**config.mk**
```make
export PLATFORM = sky130hd
export DESIGN_NAME = srec_parser_flat
export DESIGN_NICKNAME = d
export VERILOG_FILES = /design/src/rtl/srec_parser_if.sv /design/src/rtl/srec_parser.sv /design/src/flat_wrapper.sv
export SDC_FILE = /design/constraint.sdc
export NUM_CORES = 1
export LEC_CHECK = 0
export BUFFER_PORTS_ARGS = -buffer_cell sky130_fd_sc_hd__buf_2
export CAP_MARGIN = 20
export CORE_MARGIN = 8
export CORE_UTILIZATION = 49
export DETAILED_ROUTE_END_ITERATION = 16
export PLACE_DENSITY = 0.79
export SLEW_MARGIN = 25
export SYNTH_ARGS = -nofsm -noshare
export SYNTH_HDL_FRONTEND = slang
export SYNTH_SLANG_ARGS = --single-unit
```
**constraint.sdc**
```tcl
create_clock -name clock -period 2.6 [get_ports clock]
set_input_delay 0.13 -clock clock [delete_from_list [all_inputs] [get_ports clock]]
set_output_delay 0.13 -clock clock [all_outputs]
set_load 0.01 [all_outputs]
```
**src/rtl/srec_parser_if.sv**
```systemverilog
// Character-in / byte-write-out bundle of the S-record loader.
// The character source drives the master side; the parser sits on the slave side.
interface srec_parser_if;
    logic [7:0]  char_data;
    logic        char_ready;
    logic        error;
    logic [7:0]  error_location;
    logic [31:0] write_address;
    logic [7:0]  write_byte;
    logic        write_enable;

    modport master (
        output char_data,
        output char_ready,
        input  error,
        input  error_location,
        input  write_address,
        input  write_byte,
        input  write_enable
    );

    modport slave (
        input  char_data,
        input  char_ready,
        output error,
        output error_location,
        output write_address,
        output write_byte,
        output write_enable
    );
endinterface

```
**src/rtl/srec_parser.sv**
```systemverilog
// Motorola S-record parser: turns an ASCII character stream into byte writes,
// checking record length and checksum and latching the first error code.
module srec_parser (
    input  logic         clock,
    input  logic         reset_n,
    srec_parser_if.slave bus
);
    typedef enum logic [2:0] {
        IDLE, TYPE, COUNT, ADDR, DATA, CKSUM, EOL, ERROR
    } state_t;

    state_t      state, state_next;
    logic        half, half_next;
    logic [3:0]  high_nibble, high_nibble_next;
    logic [3:0]  rec_type, rec_type_next;
    logic [2:0]  addr_len, addr_len_next;
    logic [2:0]  addr_left, addr_left_next;
    logic [7:0]  data_left, data_left_next;
    logic [7:0]  sum, sum_next;
    logic [31:0] address, address_next;
    logic        error_q, error_next;
    logic [7:0]  error_code, error_code_next;
    logic [31:0] wr_address, wr_address_next;
    logic [7:0]  wr_byte, wr_byte_next;
    logic        wr_enable, wr_enable_next;

    logic        is_hex;
    logic [3:0]  hex_value;
    logic        is_eol;
    logic [7:0]  byte_value;
    logic [7:0]  sum_with_byte;
    logic [7:0]  raise_code;

    // Character classification; the low nibble of '0'..'9' is the digit, A-F/a-f add 9.
    always_comb begin
        is_hex    = 1'b1;
        hex_value = 4'd0;
        if (bus.char_data >= 8'h30 && bus.char_data <= 8'h39)
            hex_value = bus.char_data[3:0];
        else if ((bus.char_data >= 8'h41 && bus.char_data <= 8'h46) ||
                 (bus.char_data >= 8'h61 && bus.char_data <= 8'h66))
            hex_value = bus.char_data[3:0] + 4'd9;
        else
            is_hex = 1'b0;
    end

    assign is_eol        = (bus.char_data == 8'h0D) || (bus.char_data == 8'h0A);
    assign byte_value    = {high_nibble, hex_value};
    assign sum_with_byte = sum + byte_value;

    always_comb begin
        state_next       = state;
        half_next        = half;
        high_nibble_next = high_nibble;
        rec_type_next    = rec_type;
        addr_len_next    = addr_len;
        addr_left_next   = addr_left;
        data_left_next   = data_left;
        sum_next         = sum;
        address_next     = address;
        error_next       = error_q;
        error_code_next  = error_code;
        wr_address_next  = wr_address;
        wr_byte_next     = wr_byte;
        wr_enable_next   = 1'b0;
        raise_code       = 8'd0;

        if (bus.char_ready) begin
            case (state)
                IDLE: begin
                    if (bus.char_data == 8'h53)
                        state_next = TYPE;
                    else if (!is_eol)
                        raise_code = 8'd1;
                end
                TYPE: begin
                    if (bus.char_data >= 8'h30 && bus.char_data <= 8'h39 &&
                        bus.char_data != 8'h34) begin
                        rec_type_next = bus.char_data[3:0];
                        case (bus.char_data[3:0])
                            4'd2, 4'd6, 4'd8: addr_len_next = 3'd3;
                            4'd3, 4'd7:       addr_len_next = 3'd4;
                            default:          addr_len_next = 3'd2;
                        endcase
                        sum_next     = 8'd0;
                        half_next    = 1'b0;
                        address_next = 32'd0;
                        state_next   = COUNT;
                    end else begin
                        raise_code = 8'd2;
                    end
                end
                COUNT, ADDR, DATA, CKSUM: begin
                    if (!is_hex) begin
                        raise_code = 8'd3;
                    end else if (!half) begin
                        high_nibble_next = hex_value;
                        half_next        = 1'b1;
                    end else begin
                        half_next = 1'b0;
                        sum_next  = sum_with_byte;
                        case (state)
                            COUNT: begin
                                if (byte_value < {5'd0, addr_len} + 8'd1) begin
                                    raise_code = 8'd4;
                                end else begin
                                    data_left_next = byte_value - 8'd1 - {5'd0, addr_len};
                                    addr_left_next = addr_len;
                                    state_next     = ADDR;
                                end
                            end
                            ADDR: begin
                                address_next   = {address[23:0], byte_value};
                                addr_left_next = addr_left - 3'd1;
                                if (addr_left == 3'd1)
                                    state_next = (data_left == 8'd0) ? CKSUM : DATA;
                            end
                            DATA: begin
                                // Only S1/S2/S3 carry memory data; other types just consume bytes.
                                if (rec_type == 4'd1 || rec_type == 4'd2 || rec_type == 4'd3) begin
                                    wr_enable_next  = 1'b1;
                                    wr_address_next = address;
                                    wr_byte_next    = byte_value;
                                end
                                address_next   = address + 32'd1;
                                data_left_next = data_left - 8'd1;
                                if (data_left == 8'd1)
                                    state_next = CKSUM;
                            end
                            CKSUM: begin
                                if (sum_with_byte != 8'hFF)
                                    raise_code = 8'd5;
                                else
                                    state_next = EOL;
                            end
                            default: ;
                        endcase
                    end
                end
                EOL: begin
                    if (is_eol)
                        state_next = IDLE;
                    else
                        raise_code = 8'd6;
                end
                default: ;
            endcase
        end

        if (raise_code != 8'd0) begin
            state_next      = ERROR;
            error_next      = 1'b1;
            error_code_next = raise_code;
            wr_enable_next  = 1'b0;
        end
    end

    always_ff @(posedge clock or negedge reset_n) begin
        if (!reset_n) begin
            state       <= IDLE;
            half        <= 1'b0;
            high_nibble <= 4'd0;
            rec_type    <= 4'd0;
            addr_len    <= 3'd0;
            addr_left   <= 3'd0;
            data_left   <= 8'd0;
            sum         <= 8'd0;
            address     <= 32'd0;
            error_q     <= 1'b0;
            error_code  <= 8'd0;
            wr_address  <= 32'd0;
            wr_byte     <= 8'd0;
            wr_enable   <= 1'b0;
        end else begin
            state       <= state_next;
            half        <= half_next;
            high_nibble <= high_nibble_next;
            rec_type    <= rec_type_next;
            addr_len    <= addr_len_next;
            addr_left   <= addr_left_next;
            data_left   <= data_left_next;
            sum         <= sum_next;
            address     <= address_next;
            error_q     <= error_next;
            error_code  <= error_code_next;
            wr_address  <= wr_address_next;
            wr_byte     <= wr_byte_next;
            wr_enable   <= wr_enable_next;
        end
    end

    assign bus.error          = error_q;
    assign bus.error_location = error_code;
    assign bus.write_address  = wr_address;
    assign bus.write_byte     = wr_byte;
    assign bus.write_enable   = wr_enable;
endmodule

```
**src/flat_wrapper.sv**
```systemverilog
// flat-port wrapper written by rule: the top's interface ports become plain ports
module srec_parser_flat 
  (clock, reset_n, bus_char_data, bus_char_ready, bus_error, bus_error_location, bus_write_address, bus_write_byte, bus_write_enable);
  srec_parser_if bus_i ();
  input  logic clock;
  input  logic reset_n;
  input wire logic [$bits(bus_i.char_data)-1:0] bus_char_data;
  input wire logic [$bits(bus_i.char_ready)-1:0] bus_char_ready;
  output wire logic [$bits(bus_i.error)-1:0] bus_error;
  output wire logic [$bits(bus_i.error_location)-1:0] bus_error_location;
  output wire logic [$bits(bus_i.write_address)-1:0] bus_write_address;
  output wire logic [$bits(bus_i.write_byte)-1:0] bus_write_byte;
  output wire logic [$bits(bus_i.write_enable)-1:0] bus_write_enable;
  assign bus_i.char_data = bus_char_data;
  assign bus_i.char_ready = bus_char_ready;
  assign bus_error = bus_i.error;
  assign bus_error_location = bus_i.error_location;
  assign bus_write_address = bus_i.write_address;
  assign bus_write_byte = bus_i.write_byte;
  assign bus_write_enable = bus_i.write_enable;
  srec_parser u_core (.clock(clock), .reset_n(reset_n), .bus(bus_i));
endmodule
```
==> key figures <==
Status
  – Run status: finished, violations left
  – Violations in the final reports: setup timing

Global route
  – Overflow left after global routing: 0
  – Via count of the first global-routing pass: 5,643
  – First-pass GRT wire length: 27,690 um
  – Number of antenna violations at the first check in global routing: 0
  – Pin count of the biggest net entering global routing: 73
  – Gr usage total: 20.28%

Floorplan
  – Die outline height: 130.9 um
  – Width of the die: 130.9 um
  – Standard cell core area: 13,090 um^2
  – Total Die Area: 17,150 um^2
  – Number of standard-cell rows in the floorplan: 42
  – Starting density of the core: 49.47%
  – Number of placed I/O pins: 61

Timing
  – Top achievable clock speed: 0.3277 GHz
  – Unrepaired setup endpoints after global routing: true
  – Number of hold-slack violations in the final timing report: 0
  – Time the worst path needs with I/O delays and setup: 3.052 ns
  – Headroom to the max-slew limit: 60.95%
  – Crit path setup slack, layout: -0.4516 ns
  – Min Hold Slack: 0.05680 ns
  – Setup violations, final: 18
  – Pin slew with the least headroom to its limit: 0.5858 ns
  – Clock tree skew after final layout: 0.006861 ns
  – Final clock period utilization by the worst path: 117.4%
  – Number of pins with negative max-slew slack in the final report: 0

Clock network
  – Worst skew pair latency: 0.36 ns
  – Cts bufs inserted: 9
  – Root buffer selected by CTS: clkbuf_16
  – CTS tree: built
  – CTS sink count: 111
  – Register clock-pin slew on the reported worst setup and hold paths: 0.07 ns
  – Max Buffers Root-to-Sink: 2
  – # H-tree levels: 3

Layout
  – Util after Layout: 62.83%
  – Antenna cell count: 0
  – Final Instance Count excl. Fillers: 986
  – Final instance area: 8222 um^2
  – Fraction of layout instances using a drive strength above 1: 32.84%
  – Count of nets after finishing: 843
  – Area overhead of the layout relative to synthesis: 27.00%

Critical path
  – Critical-path cell list: buf_8, inv_8, ha_4, o21bai_4, a2111oi_4, buf_6, xnor2_4, nor2b_4, ha_4, fa_2, a211oi_4, nor2_2, xor2_1, and4_1, a31oi_4, a21oi_4, a21o_1, a21o_1
  – Worst setup SP type: input pin
  – Launching instance or port of the critical path: bus_char_data[1]
  – Depth of the worst register-to-register path: 10
  – Endpoint of the worst setup timing path: u_core.bus.error_location[2]$_DFFE_PN0P_
  – Origin of the critical flop-to-flop path: u_core.sum[0]$_DFFE_PN0P_
  – Worst R2R Setup Slack: 0 ns
  – Critical path endpoint category: register
  – Slowest cell on the critical path: fa_2
  – Endpoint of the lowest-slack register-to-register path: u_core.bus.error_location[2]$_DFFE_PN0P_
  – Worst-path maximum fanout: 6
  – Critical path start-end classification: in2reg
  – Signal arrival time at the worst endpoint: 3.30 ns
  – Required time of the critical path: 2.85 ns
  – Peak per-stage delay on the critical path: 0.40 ns

Hold path
  – Hold WC Path Type: in2reg

Route
  – Initial DRC Count: 715
  – Routed wire length: 17,580 um
  – Count of unresolved DRC violations after routing: 0
  – Post-detailed-route count of antenna-violating nets: 0
  – Drt first pass iters: 6
  – Average routed wire per standard cell: 17.83 um
  – Vias per inst: 5.940
  – Total number of vias: 5,857

Synthesis
  – Share of async-settable or async-resettable flops after synthesis: 100.0%
  – Flops & latches, synth: 111
  – Most used flip-flop cell after synthesis: dfrtp_1
  – Dominant cell type by area after synthesis: dfrtp_1
  – Warnings, synthesis: 0
  – Synthesized netlist cell count: 682
  – Cell types with the largest area share after synthesis: dfrtp_1 43%, mux2_2 7.3%, a21oi_1 4.7%, ha_1 4.6%, o21ai_0 4.3%
  – Count of flip-flops with a built-in enable after synthesis: 0
  – Dominant cell by count in the synthesized netlist: dfrtp_1
  – Yosys top cell area share: 42.91%
  – Seq/Total Area, Yosys: 42.91%
  – Leading post-synthesis cells by instance count: 111 x dfrtp_1, 61 x a21oi_1, 56 x o21ai_0
  – Mean post-synth cell area: 9.492 um^2
  – Mapped cell area: 6474 um^2
  – Netlist cell types: 70

Placed design
  – Total instance count after detailed placement: 949
  – Setup slack at placement: -0.8940 ns
  – Placer's final routability congestion estimate: 0.8583
  – Total placed instance area: 7506 um^2
  – Count of input and output buffers: 55
  – Hpwl dp: 11,660 um

Flow run
  – Count of maximum capacitance violations: 0

Power and ir drop
  – Pwr Density: 702.7 nW/um^2
  – Static leakage power: 3.828 nW
  – Peak supply drop: 0.0004398 V
per-layer routing:
layer	wire length [um]	share of wire, %	vias up	GRT usage [%]
met2	8682	49	265	33.20
li1	-	-	2708	-
met4	547	3.1	0	9.386
met1	7140	41	2844	25.97
met3	1206	6.9	40	3.003
met5	0	0	-	0
worst max-delay path, delay by kind of cell:
family                   cells  cell delay (ns)
AO/OA/AOI/OAI                7             1.42
XOR/XNOR                     2             0.23
adder cells (fa/ha/maj)      3             0.72
buffers and inverters        3             0.37
AND/OR/NAND/NOR              3             0.44
timing repair:
item | CTS | global route
hold endpoints to repair | 43 | 0
hold buffers | 1 | 0
pin swaps | 27 | 26
gates resized for setup | 23 | 23
setup buffers | 12 | 9
cloned | 1 | 0
endpoints found under the setup margin | 18 | 21
worst min path at each step:
stage | from | to | slack [ns] | cells after the start
floorplan | reset_n | u_core.addr_left[0]$_DFFE_PN0P_ | -0.17 | 0
global placement | reset_n | u_core.rec_type[1]$_DFFE_PN0P_ | 0.15 | 1
detailed placement | reset_n | u_core.rec_type[1]$_DFFE_PN0P_ | 0.16 | 1
CTS | bus_char_data[1] | u_core.rec_type[1]$_DFFE_PN0P_ | 0.06 | 3
global route | bus_char_data[1] | u_core.rec_type[1]$_DFFE_PN0P_ | 0.07 | 3
finish | bus_char_data[1] | u_core.rec_type[1]$_DFFE_PN0P_ | 0.06 | 3
cell families after synthesis:
logic type	count (synthesis)	share of synthesized area [%]
AO/OA/AOI/OAI	197	18.92
XOR/XNOR	15	2.029
adder cells (fa/ha/maj)	26	5.257
buffers and inverters	77	5.605
flip-flops	111	42.91
multiplexers	45	7.789
other	1	0.05793
AND/OR/NAND/NOR	210	17.43
stage by stage:
step                      total power [mW]  TNS [ns]
after global routing                 6.080    -8.753
after global placement               4.163    -11.20
after CTS                            5.686    -5.984
after floorplan                      3.541    -6.015
after detailed placement             4.258    -15.57
final                                5.777    -6.143
final cells by class:
type,count,area (um^2)
clock buffer,9,225.2
clock inverter,6,56.30
fill,1034,4863
inverter,38,152.6
multi-input combinational,499,3709
sequential,111,2778
tap,176,220.2
timing repair buffer,147,1081
layout by cell type (no fill, tap or decap), drive strengths merged, types with 5 or more instances in the layout:
| cell | count |
|---|---|
| mux2 | 43 |
| or3 | 8 |
| nand2 | 45 |
| dfrtp | 111 |
| clkbuf | 9 |
| nor2b | 6 |
| xnor2 | 8 |
| ha | 24 |
| xor2 | 7 |
| nand3 | 24 |
| o21ai | 58 |
| nor3b | 6 |
| conb | 5 |
| nand4 | 10 |
| nor4 | 11 |
| buf | 146 |
| a22o | 9 |
| inv | 40 |
| a21o | 7 |
| a21oi | 62 |
| nor2 | 49 |
| nand2b | 10 |
| o22ai | 20 |
| and3 | 8 |
| nor3 | 22 |
sequential cells by signal, summed over array words and instances, names as in the netlist:
register                   cells
u_core.addr_len                3
u_core.address                32
u_core.sum                     8
u_core.state                   3
u_core.high_nibble             4
u_core.rec_type                4
u_core.bus.error_location      3
u_core.addr_left               3
u_core.bus.error               1
u_core.half                    1
u_core.bus.write_byte          8
u_core.bus.write_enable        1
u_core.data_left               8
u_core.bus.write_address      32
report_power, final:
part           internal (mW)  switching [mW]
combinational          0.852            1.14
sequential              2.02           0.436
clock                  0.660           0.668
total                   3.53            2.25
No activity file was read; power rests on OpenSTA's default activity.
